File: src/rtl/multi_channel_step_down_counter_pkg.sv
// Shared types and width helpers for the step-down counter bank.
// The per-channel count typedef defaults to 8 bits; instances re-derive it from WIDTH.
package multi_channel_step_down_counter_pkg;

  localparam int DEF_WIDTH = 8;

  typedef logic [DEF_WIDTH-1:0] count_t;

  typedef enum logic [1:0] {
    NS_LOAD,
    NS_DEC,
    NS_UNDERFLOW,
    NS_HOLD
  } ns_sel_e;

  function automatic int field_w(input int width, input int step_log2);
    return width - step_log2;
  endfunction

  function automatic int step_val(input int step_log2);
    return 1 << step_log2;
  endfunction

  function automatic bit step_log2_ok(input int width, input int step_log2);
    return (step_log2 >= 0) && (step_log2 < width);
  endfunction

endpackage

File: src/rtl/multi_channel_step_down_counter_pow2_step_dec.sv
// Power-of-two step decrement: upper field minus one, low bits passed.
// field_zero flags an all-zero upper field (decrement would wrap).
module pow2_step_dec
  import multi_channel_step_down_counter_pkg::*;
#(
  parameter int WIDTH     = 8,
  parameter int STEP_LOG2 = 0
) (
  input  logic [WIDTH-1:0] d,
  output logic [WIDTH-1:0] q,
  output logic             field_zero
);

  localparam int FW = field_w(WIDTH, STEP_LOG2);

  logic [FW-1:0] up;

  assign up         = d[WIDTH-1:STEP_LOG2];
  assign field_zero = (up == '0);

  if (STEP_LOG2 == 0) begin : g_nolow
    assign q = up - FW'(1);
  end else begin : g_low
    assign q = {up - FW'(1), d[STEP_LOG2-1:0]};
  end

endmodule

File: src/rtl/multi_channel_step_down_counter.sv
// Bank of independent power-of-two step down-counters with zero/underflow.
// Define STEP_DOWN_COUNTER_AUTO_RELOAD_EN to reload from a shadow on underflow.
module multi_channel_step_down_counter
  import multi_channel_step_down_counter_pkg::*;
#(
  parameter int WIDTH     = 8,
  parameter int STEP_LOG2 = 0,
  parameter int CHANNELS  = 1,
  parameter int SATURATE  = 0
) (
  input  logic                             clk_i,
  input  logic                             rst_i,
  input  logic [CHANNELS-1:0]              load_i,
  input  logic [CHANNELS-1:0][WIDTH-1:0]   load_data_i,
  input  logic [CHANNELS-1:0]              dec_i,
  output logic [CHANNELS-1:0][WIDTH-1:0]   count_o,
  output logic [CHANNELS-1:0]              zero_o,
  output logic [CHANNELS-1:0]              underflow_o
);

  typedef logic [WIDTH-1:0] cnt_t;

  if (!step_log2_ok(WIDTH, STEP_LOG2)) begin : g_bad_step
    $error("STEP_LOG2 must lie in 0..WIDTH-1");
  end
  if (CHANNELS < 1) begin : g_bad_ch
    $error("CHANNELS must be at least 1");
  end
  if (SATURATE != 0 && SATURATE != 1) begin : g_bad_sat
    $error("SATURATE must be 0 or 1");
  end

  for (genvar c = 0; c < CHANNELS; c++) begin : g_ch
    cnt_t    cnt_q;
    cnt_t    cnt_d;
    cnt_t    dec_v;
    logic    fz;
    logic    zero_q;
    logic    zero_d;
    logic    uf_q;
    logic    uf_d;
    ns_sel_e sel;

    pow2_step_dec #(
      .WIDTH     (WIDTH),
      .STEP_LOG2 (STEP_LOG2)
    ) u_dec (
      .d          (cnt_q),
      .q          (dec_v),
      .field_zero (fz)
    );

`ifdef STEP_DOWN_COUNTER_AUTO_RELOAD_EN
    cnt_t shadow_q;

    always_ff @(posedge clk_i) begin
      if (rst_i) begin
        shadow_q <= '0;
      end else if (load_i[c]) begin
        shadow_q <= load_data_i[c];
      end
    end
`endif

    always_comb begin
      sel = NS_HOLD;
      unique case (1'b1)
        load_i[c]:                     sel = NS_LOAD;
        !load_i[c] && dec_i[c] && !fz: sel = NS_DEC;
        !load_i[c] && dec_i[c] && fz:  sel = NS_UNDERFLOW;
        default:                       sel = NS_HOLD;
      endcase
    end

    always_comb begin
      cnt_d = cnt_q;
      uf_d  = 1'b0;
      case (sel)
        NS_LOAD: cnt_d = load_data_i[c];
        NS_DEC:  cnt_d = dec_v;
        NS_UNDERFLOW: begin
          uf_d = 1'b1;
`ifdef STEP_DOWN_COUNTER_AUTO_RELOAD_EN
          cnt_d = shadow_q;
`else
          // wrapping is the same field-minus-one the decrementer produces
          cnt_d = (SATURATE != 0) ? cnt_q : dec_v;
`endif
        end
        default: cnt_d = cnt_q;
      endcase
      zero_d = ((cnt_d >> STEP_LOG2) == '0);
    end

    always_ff @(posedge clk_i) begin
      if (rst_i) begin
        cnt_q  <= '0;
        zero_q <= 1'b1;
        uf_q   <= 1'b0;
      end else begin
        cnt_q  <= cnt_d;
        zero_q <= zero_d;
        uf_q   <= uf_d;
      end
    end

    assign count_o[c]     = cnt_q;
    assign zero_o[c]      = zero_q;
    assign underflow_o[c] = uf_q;
  end

endmodule

File: config.mk
export PLATFORM = sky130hd
export DESIGN_NAME = multi_channel_step_down_counter
export DESIGN_NICKNAME = d
export VERILOG_FILES = /design/src/rtl/multi_channel_step_down_counter_pkg.sv /design/src/rtl/multi_channel_step_down_counter_pow2_step_dec.sv /design/src/rtl/multi_channel_step_down_counter.sv
export SDC_FILE = /design/constraint.sdc
export NUM_CORES = 1
export LEC_CHECK = 0
export CORE_ASPECT_RATIO = 0.9
export CORE_MARGIN = 3
export CORE_UTILIZATION = 44
export CTS_CLUSTER_DIAMETER = 200
export DETAILED_ROUTE_END_ITERATION = 16
export PLACE_DENSITY_LB_ADDON = 0.08
export SLEW_MARGIN = 20
export SYNTH_ARGS = -nofsm -noshare
export SYNTH_HDL_FRONTEND = slang
export SYNTH_HIERARCHICAL = 1
export SYNTH_SLANG_ARGS = --single-unit
File: constraint.sdc
create_clock -name clk_i -period 2.9 [get_ports clk_i]
set_input_delay 0.58 -clock clk_i [delete_from_list [all_inputs] [get_ports clk_i]]
set_output_delay 0.58 -clock clk_i [all_outputs]
set_load 0.02 [all_outputs]
==> results of run 1 <==
final timing paths:
kind / depth (start not counted) / to / start / slack, ns
worst max-delay path: 9 / zero_o / count_o[3] / 0.35
worst min-delay path: 2 / count_o[3] / count_o[3] / 0.67
worst max register to register: 9 / zero_o / count_o[3] / 0.35
worst min register to register: 2 / count_o[3] / count_o[3] / 0.67
Yosys cell counts, types with 2 or more instances:
cell / count / area share, %
o21ai_0: 2 / 1.4
xnor2_1: 2 / 2.5
nand2b_1: 6 / 5.4
nor2b_1: 8 / 7.2
ha_1: 5 / 9.0
a21oi_1: 3 / 2.2
nand2_1: 8 / 4.3
nor2_1: 8 / 4.3
inv_1: 7 / 3.8
a31oi_1: 4 / 3.6
nor4_2: 2 / 3.6
a221o_1: 2 / 2.9
dfxtp_1: 10 / 29
xor2_1: 4 / 5.0
worst max-delay path: stages, from the launching register on:
cell,delay [ns]
dfxtp_1,0.40
nor4_2,0.35
and3_1,0.23
inv_1,0.04
a21oi_1,0.23
ha_2,0.38
nor2b_1,0.19
a31oi_1,0.07
nor4_1,0.38
a41o_1,0.22
state kept, by name, summed over array words and instances, names as in the netlist:
name and cells:
underflow_o 1, zero_o 1, count_o 8
cell type report:
type                    count  share of cell area [%]
repair buffers             21                    22.4
multi-input cells          64                    47.4
clock buffers               4                    3.86
well taps                  14                    1.86
inverters                   8                    3.20
flip-flops and latches     10                    21.3
cells by family (layout without fill, tap and decap cells):
| family | after synthesis | count (layout) | share of synthesized area, % |
|---|---|---|---|
| adders and majority gates | 5 | 5 | 8.99 |
| xor gates and xnor gates | 6 | 6 | 7.55 |
| and+or+nand+nor | 38 | 38 | 31.1 |
| DFF | 10 | 10 | 28.8 |
| buffers and inverters | 11 | 33 | 7.55 |
| AOI/OAI and AO/OA | 15 | 15 | 16.0 |
power by group through the flow:
stage	sequential [mW]	combinational (mW)	clock, mW
finish	0.222	0.437	0.129
global route	0.228	0.489	0.141
CTS	0.221	0.435	0.133
detailed placement	0.224	0.431	0
global placement	0.223	0.423	0
floorplan	0.256	0.270	0
routing by layer:
metal	track usage, %	up-vias	wire length (microns)
li1	-	328	-
met1	22.9	291	672
met2	28.8	41	733
met3	8.30	4	196
met4	6.99	0	34
met5	0	-	0
repair_timing:
action	4_1_cts	5_1_grt
gates resized for setup	0	1
endpoints found under the setup margin	0	1
buffers inserted	0	0
==> results.yml, run 1 <==
timing:
  pin_slew_with_the_least_headroom_to_its_limit_ns: 0.418
  min_tclk_post_route_ns: 2.55
  finClkSkew_ns: 0.00316
  tns_ns: 0
  rsz0062_at_grt: "no"
  fin_ws_ns: 0.355
  highest_attainable_clock_frequency_ghz: 0.393
  hold_ws_ns: 0.666
  report.final.hold_viol_count: 0
  finalSetupViolations: 0
  final_min_period_over_clock_period_pct: 87.8
  max_slew_headroom_at_the_worst_pin_pct: 72.1
  finalMaxSlewViolations: 0
placed_design:
  dpl_cell_area_sq_um: 901
  place_worst_setup_slack_ns: 0.222
  io_buffer_count: 21
  dp.cells: 117
  gp_congestion: 0.811
  dp.final_hpwl_microns: 1210
worst_hold_path:
  worst_hold_path_type: "flop to flop"
logic_synthesis:
  synth_area_sq_um: 696
  synth-edff-count: 0
  synthArstFlopShare_pct: 0
  postSynth.topFlopCell: "dfxtp_1"
  synth.distinct_cells: 28
  synthesized_instance_count: 85
  ys_warn_count: 6
  mappedNetlistNets: 102
  yosysSeqAreaShare_pct: 28.8
  syn_avg_cell_area_sq_um: 8.18
  synth_seq_cells: 10
floorplan:
  pin_count: 22
  floorplan.initialDensity_pct: 51.5
  rows: 12
  fp.coreArea_sq_um: 1350
  fp.dieW_microns: 47.9
  dieArea_sq_um: 2090
  die-height_microns: 43.7
cts:
  ctsRootBufferMaster: "clkbuf_4"
  clk_pin_slew_worst_paths_ns: 0.07
  cts_tree: "built"
  clock_sinks: 10
  cts_hold_buf: 0
  insertion_delay_ns: 0.27
  clockBufferDepth: 2
  cts-htree-levels: 1
  numCtsBuffers: 3
drt:
  routed_wirelength_microns: 1640
  route.vias.total: 664
  routed_wire_length_per_instance_microns: 13.5
  drt_drc_violations_left: 0
  drt-vias-per-instance: 5.49
  antenna_left: 0
  detail_route.first_pass.iterations: 4
  first_iter_violations: 12
cells_and_area:
  multiInputGateArea_sq_um: 445
  layout.cells.most_common: "clkdlybuf4s50_1"
  area_growth_syn_to_layout_pct: 35.1
  instances_no_fill: 121
  ff_latch_area_sq_um: 200
  antenna_cells_inserted: 0
  mostFrequentLayoutCells: "clkdlybuf4s50_1 (21), dfxtp_1 (10), nand2_1 (8), nor2b_1 (8), nor2_1 (8)"
  layout.cell_area.non_filler_sq_um: 940
  nFillCells: 116
  finish.net_count: 125
  drive_gt1_share_pct: 10.3
  final_core_utilization_pct: 69.5
job:
  drv_cap: 0
grt:
  grt.total_usage_pct: 18.8
  grt_start_max_net_pins: 13
  grt_pass1_vias: 655
  overflow: 0
  grt_first_pass_wirelength_microns: 2790
  antenna_violations_before_repair: 0
pwr:
  power.switching_mw: 0.323
  power.share.clock_pct: 16.4
  static-leakage-power_nw: 0.402
  fraction_of_power_spent_switching_nets_pct: 41.0
  power_frac_comb_pct: 55.5
  power.share.sequential_pct: 28.2
  powerDensity_nw_per_um2: 838
  design_power_total_mw: 0.788
  power_report.internal_total_mw: 0.465
  peak_supply_drop_v: 0.000453
critical_path:
  worstPathArrival_ns: 2.76
  critPathLaunchType: "flop"
  path_max_fanout: 12
  crit_path_category: "flop to flop"
  crit_required_ns: 3.12
  critical_path.endpoint_type: "flop"
outcome:
  run_status: "complete, no violations"
Power figures use the tool's default switching activity.
==> run 2, diff against run 1 <==
--- a/config.mk
+++ b/config.mk
@@ -9,6 +9,7 @@
 export CORE_MARGIN = 3
 export CORE_UTILIZATION = 44
 export CTS_CLUSTER_DIAMETER = 200
+export CTS_CLUSTER_SIZE = 16
 export DETAILED_ROUTE_END_ITERATION = 16
 export PLACE_DENSITY_LB_ADDON = 0.08
 export SLEW_MARGIN = 20
==> results of run 2 <==
No change in the layout: final DEF, timing and power equal those of run 1.
